<file path="src/rtl/paddle_control.sv">
// Tick-based paddle motion controller: reads A/D key state from KeyboardDecoder and
// produces the registered paddle x-position with acceleration and wall clamping.
module paddle_control #(
  parameter int TICK_CYCLES = 2_000_000,
  parameter int X_MIN       = 5,
  parameter int X_MAX       = 540,
  parameter int X_INIT      = 200,
  parameter int STEP_MIN    = 2,
  parameter int STEP_MAX    = 12,
  parameter int ACCEL_TICKS = 2
) (
  input  logic         clk,
  input  logic         rst,
  input  logic [511:0] key_down,
  input  logic         enable,
  input  logic         recenter,
  output logic [9:0]   board_x,
  output logic [1:0]   move_dir,
  output logic [3:0]   step,
  output logic         at_wall,
  output logic         update
);

  localparam int TW = (TICK_CYCLES > 1) ? $clog2(TICK_CYCLES) : 1;
  localparam int AW = (ACCEL_TICKS > 1) ? $clog2(ACCEL_TICKS) : 1;

  typedef enum logic [1:0] {
    IDLE   = 2'd0,
    MOVE_L = 2'd1,
    MOVE_R = 2'd2
  } state_t;

  state_t          state_r;
  state_t          state_s;
  logic [TW-1:0]   tcnt_r;
  logic [AW-1:0]   acnt_r;
  logic [AW-1:0]   acnt_s;
  logic [AW-1:0]   cur_acnt_s;
  logic [3:0]      step_r;
  logic [3:0]      step_s;
  logic [3:0]      cur_step_s;
  logic [9:0]      board_x_r;
  logic [9:0]      x_s;
  logic [10:0]     mv_x_s;
  logic [1:0]      move_dir_r;
  logic [1:0]      dir_s;
  logic            update_r;
  logic            upd_s;
  logic            tick_s;
  logic            key_l_s;
  logic            key_r_s;
  logic            moving_s;
  logic            go_left_s;
  logic            hit_wall_s;
  logic            unused_keys_s;

  // Only the A and D bits matter; the rest of the key map is folded away.
  assign unused_keys_s = ^{key_down[511:36], key_down[34:29], key_down[27:0]};

  assign tick_s  = (tcnt_r == TW'(TICK_CYCLES - 1));
  assign key_l_s = key_down[9'h01C];
  assign key_r_s = key_down[9'h023];

  // Wall-clamped move in 11 bits so board_x + step cannot wrap.
  function automatic logic [10:0] move_x(input logic [10:0] x, input logic [3:0] s,
                                         input logic go_left);
    logic [10:0] s11;
    logic [10:0] r;
    s11 = {7'b0000000, s};
    if (go_left) begin
      if (x < 11'(X_MIN) + s11) r = 11'(X_MIN);
      else                      r = x - s11;
    end else begin
      if (x + s11 > 11'(X_MAX)) r = 11'(X_MAX);
      else                      r = x + s11;
    end
    return r;
  endfunction

  // Next-state, step/acceleration and position update.
  always_comb begin
    state_s    = state_r;
    step_s     = step_r;
    acnt_s     = acnt_r;
    x_s        = board_x_r;
    upd_s      = 1'b0;
    cur_step_s = step_r;
    cur_acnt_s = acnt_r;
    moving_s   = 1'b0;
    go_left_s  = 1'b0;
    mv_x_s     = {1'b0, board_x_r};
    hit_wall_s = 1'b0;

    if (recenter) begin
      state_s = IDLE;
      step_s  = 4'(STEP_MIN);
      acnt_s  = {AW{1'b0}};
      x_s     = 10'(X_INIT);
      upd_s   = (board_x_r != 10'(X_INIT));
    end else if (!enable) begin
      state_s = IDLE;
      step_s  = 4'(STEP_MIN);
      acnt_s  = {AW{1'b0}};
    end else if (tick_s) begin
      if (key_l_s && !key_r_s) begin
        moving_s  = 1'b1;
        go_left_s = 1'b1;
        state_s   = MOVE_L;
        if (state_r != MOVE_L) begin
          cur_step_s = 4'(STEP_MIN);
          cur_acnt_s = {AW{1'b0}};
        end else begin
          cur_step_s = step_r;
          cur_acnt_s = acnt_r;
        end
      end else if (key_r_s && !key_l_s) begin
        moving_s  = 1'b1;
        go_left_s = 1'b0;
        state_s   = MOVE_R;
        if (state_r != MOVE_R) begin
          cur_step_s = 4'(STEP_MIN);
          cur_acnt_s = {AW{1'b0}};
        end else begin
          cur_step_s = step_r;
          cur_acnt_s = acnt_r;
        end
      end else begin
        state_s = IDLE;
        step_s  = 4'(STEP_MIN);
        acnt_s  = {AW{1'b0}};
      end
    end else begin
      state_s = state_r;
    end

    // A move that lands on its wall restarts acceleration from the minimum step.
    if (moving_s) begin
      mv_x_s     = move_x({1'b0, board_x_r}, cur_step_s, go_left_s);
      x_s        = mv_x_s[9:0];
      upd_s      = (mv_x_s[9:0] != board_x_r);
      hit_wall_s = go_left_s ? (mv_x_s == 11'(X_MIN)) : (mv_x_s == 11'(X_MAX));
      if (hit_wall_s) begin
        step_s = 4'(STEP_MIN);
        acnt_s = {AW{1'b0}};
      end else if (cur_acnt_s == AW'(ACCEL_TICKS - 1)) begin
        acnt_s = {AW{1'b0}};
        step_s = (cur_step_s >= 4'(STEP_MAX)) ? 4'(STEP_MAX) : cur_step_s + 4'd1;
      end else begin
        acnt_s = cur_acnt_s + AW'(1);
        step_s = cur_step_s;
      end
    end else begin
      mv_x_s = {1'b0, board_x_r};
    end
  end

  // Direction output encoding follows the next state.
  always_comb begin
    case (state_s)
      IDLE:    dir_s = 2'b00;
      MOVE_L:  dir_s = 2'b01;
      MOVE_R:  dir_s = 2'b10;
      default: dir_s = 2'b00;
    endcase
  end

  // State and output registers with synchronous active-low reset.
  always_ff @(posedge clk) begin
    if (!rst) begin
      tcnt_r     <= {TW{1'b0}};
      state_r    <= IDLE;
      step_r     <= 4'(STEP_MIN);
      acnt_r     <= {AW{1'b0}};
      board_x_r  <= 10'(X_INIT);
      move_dir_r <= 2'b00;
      update_r   <= 1'b0;
    end else begin
      tcnt_r     <= tick_s ? {TW{1'b0}} : tcnt_r + TW'(1);
      state_r    <= state_s;
      step_r     <= step_s;
      acnt_r     <= acnt_s;
      board_x_r  <= x_s;
      move_dir_r <= dir_s;
      update_r   <= upd_s;
    end
  end

  assign board_x  = board_x_r;
  assign move_dir = move_dir_r;
  assign step     = step_r;
  assign update   = update_r;
  assign at_wall  = (board_x_r == 10'(X_MIN)) || (board_x_r == 10'(X_MAX));

endmodule

</file>
<file path="config.mk">
export PLATFORM = sky130hd
export DESIGN_NAME = paddle_control
export DESIGN_NICKNAME = d
export VERILOG_FILES = /design/src/rtl/paddle_control.sv
export SDC_FILE = /design/constraint.sdc
export NUM_CORES = 1
export LEC_CHECK = 0
export ABC_AREA = 1
export ABC_CLOCK_PERIOD_IN_PS = 8130
export CORE_AREA = 2 2 207 209
export CTS_CLUSTER_SIZE = 30
export DETAILED_ROUTE_END_ITERATION = 10
export DIE_AREA = 0 0 209 211
export PLACE_DENSITY = 0.47
export SETUP_SLACK_MARGIN = 0.15
export SYNTH_ARGS = -nofsm -noshare
export SYNTH_HDL_FRONTEND = slang
export SYNTH_SLANG_ARGS = --single-unit
</file>
<file path="constraint.sdc">
create_clock -name clk -period 8.13 [get_ports clk]
set_clock_uncertainty 0.15 [all_clocks]
set_input_delay 2.439 -clock clk [delete_from_list [all_inputs] [get_ports clk]]
set_output_delay 2.439 -clock clk [all_outputs]
set_load 0.02 [all_outputs]
</file>
==> impl_metrics.csv <==
group,metric,value,unit
drt,drt_pass1_iterations,7,
logic_synthesis,yosysMostFrequentCell,"nand2_1",
worst_hold_path,hp-start,"tcnt_r[0]",
setup_path,cp_common_cell,"nand2_1",
drt,finalWirelength,10200,µm
logic_synthesis,synth_top_area_share,25.4,%
power_and_ir_drop,p_leak,1.67,nW
logic_synthesis,syn-mean-instance-area,6.22,µm²
setup_path,r2r.worst_path.cells,31,
layout,drive_gt1_share,8.84,%
cts,postCtsSetupRepairBufs,0,
logic_synthesis,ys_seq_area_share,25.4,%
cts,hold_buffers,0,
layout,final_cells,1083,
worst_hold_path,hp-class,"flop to flop",
drt,drc,0,
cts,htreeDepth,2,
drt,wl_per_cell,9.44,µm
setup_path,slowest_delay,0.50,ns
grt,gr-total-overflow,0,
logic_synthesis,netlist_top_cells_area,"dfxtp_1, nand2_1, inv_1",
grt,grt_usage,4.62,%
timing,fmax,158,MHz
timing,post-route-period-util,77.8,%
timing,min_period,6.33,ns
drt,vias,3323,
timing,hold_viol,0,
cts,cts_buffer_depth,2,
layout,syn2layout_area_growth,31.7,%
floorplan,fp.dieH,211,µm
drt,detail-route-antenna-nets,0,
worst_hold_path,hold-path-endpoint,"tcnt_r[0]",
placement,gp_congestion,0.811,
setup_path,critPathMaxFanout,9,
timing,setup_viol,0,
layout,postLayoutCellArea,4260,µm²
setup_path,end_kind,"flop",
setup_path,path_class,"primary input to flop",
setup_path,rr_startpoint,"tcnt_r[0]",
grt,grt_pass1_wl,16100,µm
cts,cts_tree,"done",
grt,antenna_found_initial,4,
power_and_ir_drop,power.density,107,nW/µm²
floorplan,die_x,209,µm
logic_synthesis,async_flop_share,0,%
logic_synthesis,synth_commonest_cells,"nand2_1, inv_1, nand3_1",
floorplan,start_util,7.75,%
logic_synthesis,synth_cell_types,38,
drt,drtIter0Drc,208,
power_and_ir_drop,peakVddDrop,0.0690,mV
timing,fin_setup_tns,0,ns
grt,grt_max_degree,18,
floorplan,core_region_area,41800,µm²
setup_path,r2r_slack,3.71,ns
cts,clk_latency,0.29,ns
layout,fill_cells,4838,
layout,final_nets,1078,
setup_path,regToRegEndpoint,"update",
flow_run,maxCapViolCount,0,
timing,rsz0062_at_grt,"false",
cts,clkTransAtPathRegs,0.06,ns
cts,cts_made_buffers,5,
placement,hpwl,8380,µm
placement,dpl_cell_area,4090,µm²
setup_path,cp.required,8.13,ns
logic_synthesis,synthCells,520,
logic_synthesis,synth_ff_type,"dfxtp_1",
cts,cts_root_buf,"clkbuf_16",
logic_synthesis,ys.warnings.count,0,
placement,numPortBuffers,23,
timing,relSlewSlack,62.3,%
worst_hold_path,min_path_cells,1,
status,outcome,"finished clean",
floorplan,rows,75,
logic_synthesis,synth_edf_count,0,
logic_synthesis,syn_area,3240,µm²
drt,vias_per_cell,3.07,
setup_path,start_kind,"primary input",
floorplan,pin_count,534,
grt,grt_pass1_vias,3005,
placement,place_inst,1074,
timing,drv_slew,0,
cts,cts_resized,0,
timing,tightest_slew,0.565,ns
logic_synthesis,syn_nets,1056,
floorplan,die_area,44100,µm²
setup_path,slowest_stage,"clkdlybuf4s50_1",
logic_synthesis,netlist.top_cell.by_area,"dfxtp_1",
cts,clock-sinks,41,
setup_path,arrival,6.33,ns
logic_synthesis,ys_ff_latch,41,
==> where the power goes <==
| group | internal [mW] | switching [mW] | leakage, nW | total (mW) |
|---|---|---|---|---|
| clock network | 0.153 | 0.0804 | 0.0841 | 0.234 |
| registers | 0.202 | 0.00101 | 0.331 | 0.203 |
| logic | 0.00646 | 0.0117 | 1.26 | 0.0182 |
| total | 0.362 | 0.0931 | 1.67 | 0.455 |
==> cell usage in the layout (no fill, tap or decap), types with 2 or more instances in the layout <==
cell / n
nor4_1: 4
dfxtp_1: 41
nand3_2: 3
nor2_2: 6
o21ai_1: 4
o22ai_1: 3
clkinv_1: 2
nor2_4: 2
xor2_1: 6
nand4_1: 9
nand2_4: 2
nor2_1: 46
or2_0: 2
inv_1: 67
fa_1: 2
nand2_2: 4
nand2_1: 146
or2_2: 3
nor3_2: 5
a21oi_1: 35
nand3_1: 49
inv_2: 13
ha_1: 18
o21ai_0: 18
clkdlybuf4s50_1: 23
xnor2_1: 2
o41ai_1: 2
nor3_1: 11
clkbuf_16: 5
==> final cells by class <==
class | count | area (µm²) | share of cell area [%]
Tap cell | 539 | 674 | 15.8
Inverter | 82 | 308 | 7.22
Antenna cell | 1 | 2.50 | 0.0587
Clock inverter | 1 | 30.0 | 0.704
Clock buffer | 7 | 143 | 3.35
Timing Repair Buffer | 23 | 230 | 5.40
Sequential cell | 41 | 821 | 19.3
Multi-Input combinational cell | 389 | 2050 | 48.2
==> through the flow <==
step	hold WS [ns]	total power [mW]	utilization [%]	setup slack, ns
after global placement	0.281	0.226	9.79	1.55
after floorplan	0.268	0.219	-	2.62
after detailed placement	0.289	0.226	9.79	1.49
after global routing	0.321	0.475	10.2	1.41
final	0.299	0.455	10.2	1.80
after CTS	0.302	0.463	10.2	1.78
==> critical path, delay by kind of cell <==
family / cells / cell delay, ns
compound gates: 3 / 0.26
xor+xnor: 1 / 0.16
fa+ha+maj: 3 / 0.77
buf+inv: 6 / 0.96
simple gates: 16 / 1.72
==> registers in the layout (all words and copies together), names as in the netlist <==
register,cells
tcnt_r,21
board_x,10
step,4
move_dir,2
state_r,2
acnt_r,1
update,1
==> how the worst max path moves through the flow <==
stage / startpoint / end / slack (ns)
after floorplan: key_down[28] / update / 2.62
after global placement: key_down[35] / step[0] / 1.55
after detailed placement: key_down[28] / update / 1.49
after CTS: key_down[28] / update / 1.78
after global routing: key_down[35] / step[0] / 1.41
final: key_down[28] / update / 1.80
==> metal layers <==
metal | GRT usage (%) | share of wire (%) | vias up
li1 | - | - | 1718
met1 | 6.34 | 49 | 1503
met2 | 6.92 | 42 | 86
met3 | 1.75 | 8.0 | 10
met4 | 0.764 | 0.60 | 6
met5 | 0 | 0.33 | -
==> cells by family (layout without fill, tap and decap cells) <==
| family | after synthesis | in the layout | synth area share, % |
|---|---|---|---|
| other | 0 | 1 | 0 |
| adders and majority gates | 20 | 20 | 8.20 |
| AOI/OAI and AO/OA | 64 | 64 | 10.4 |
| buffers and inverters | 90 | 113 | 11.1 |
| DFF | 41 | 41 | 25.4 |
| xor gates and xnor gates | 8 | 8 | 2.17 |
| and+or+nand+nor | 297 | 297 | 42.7 |
Note: power is estimated with default switching activity, not from simulation.
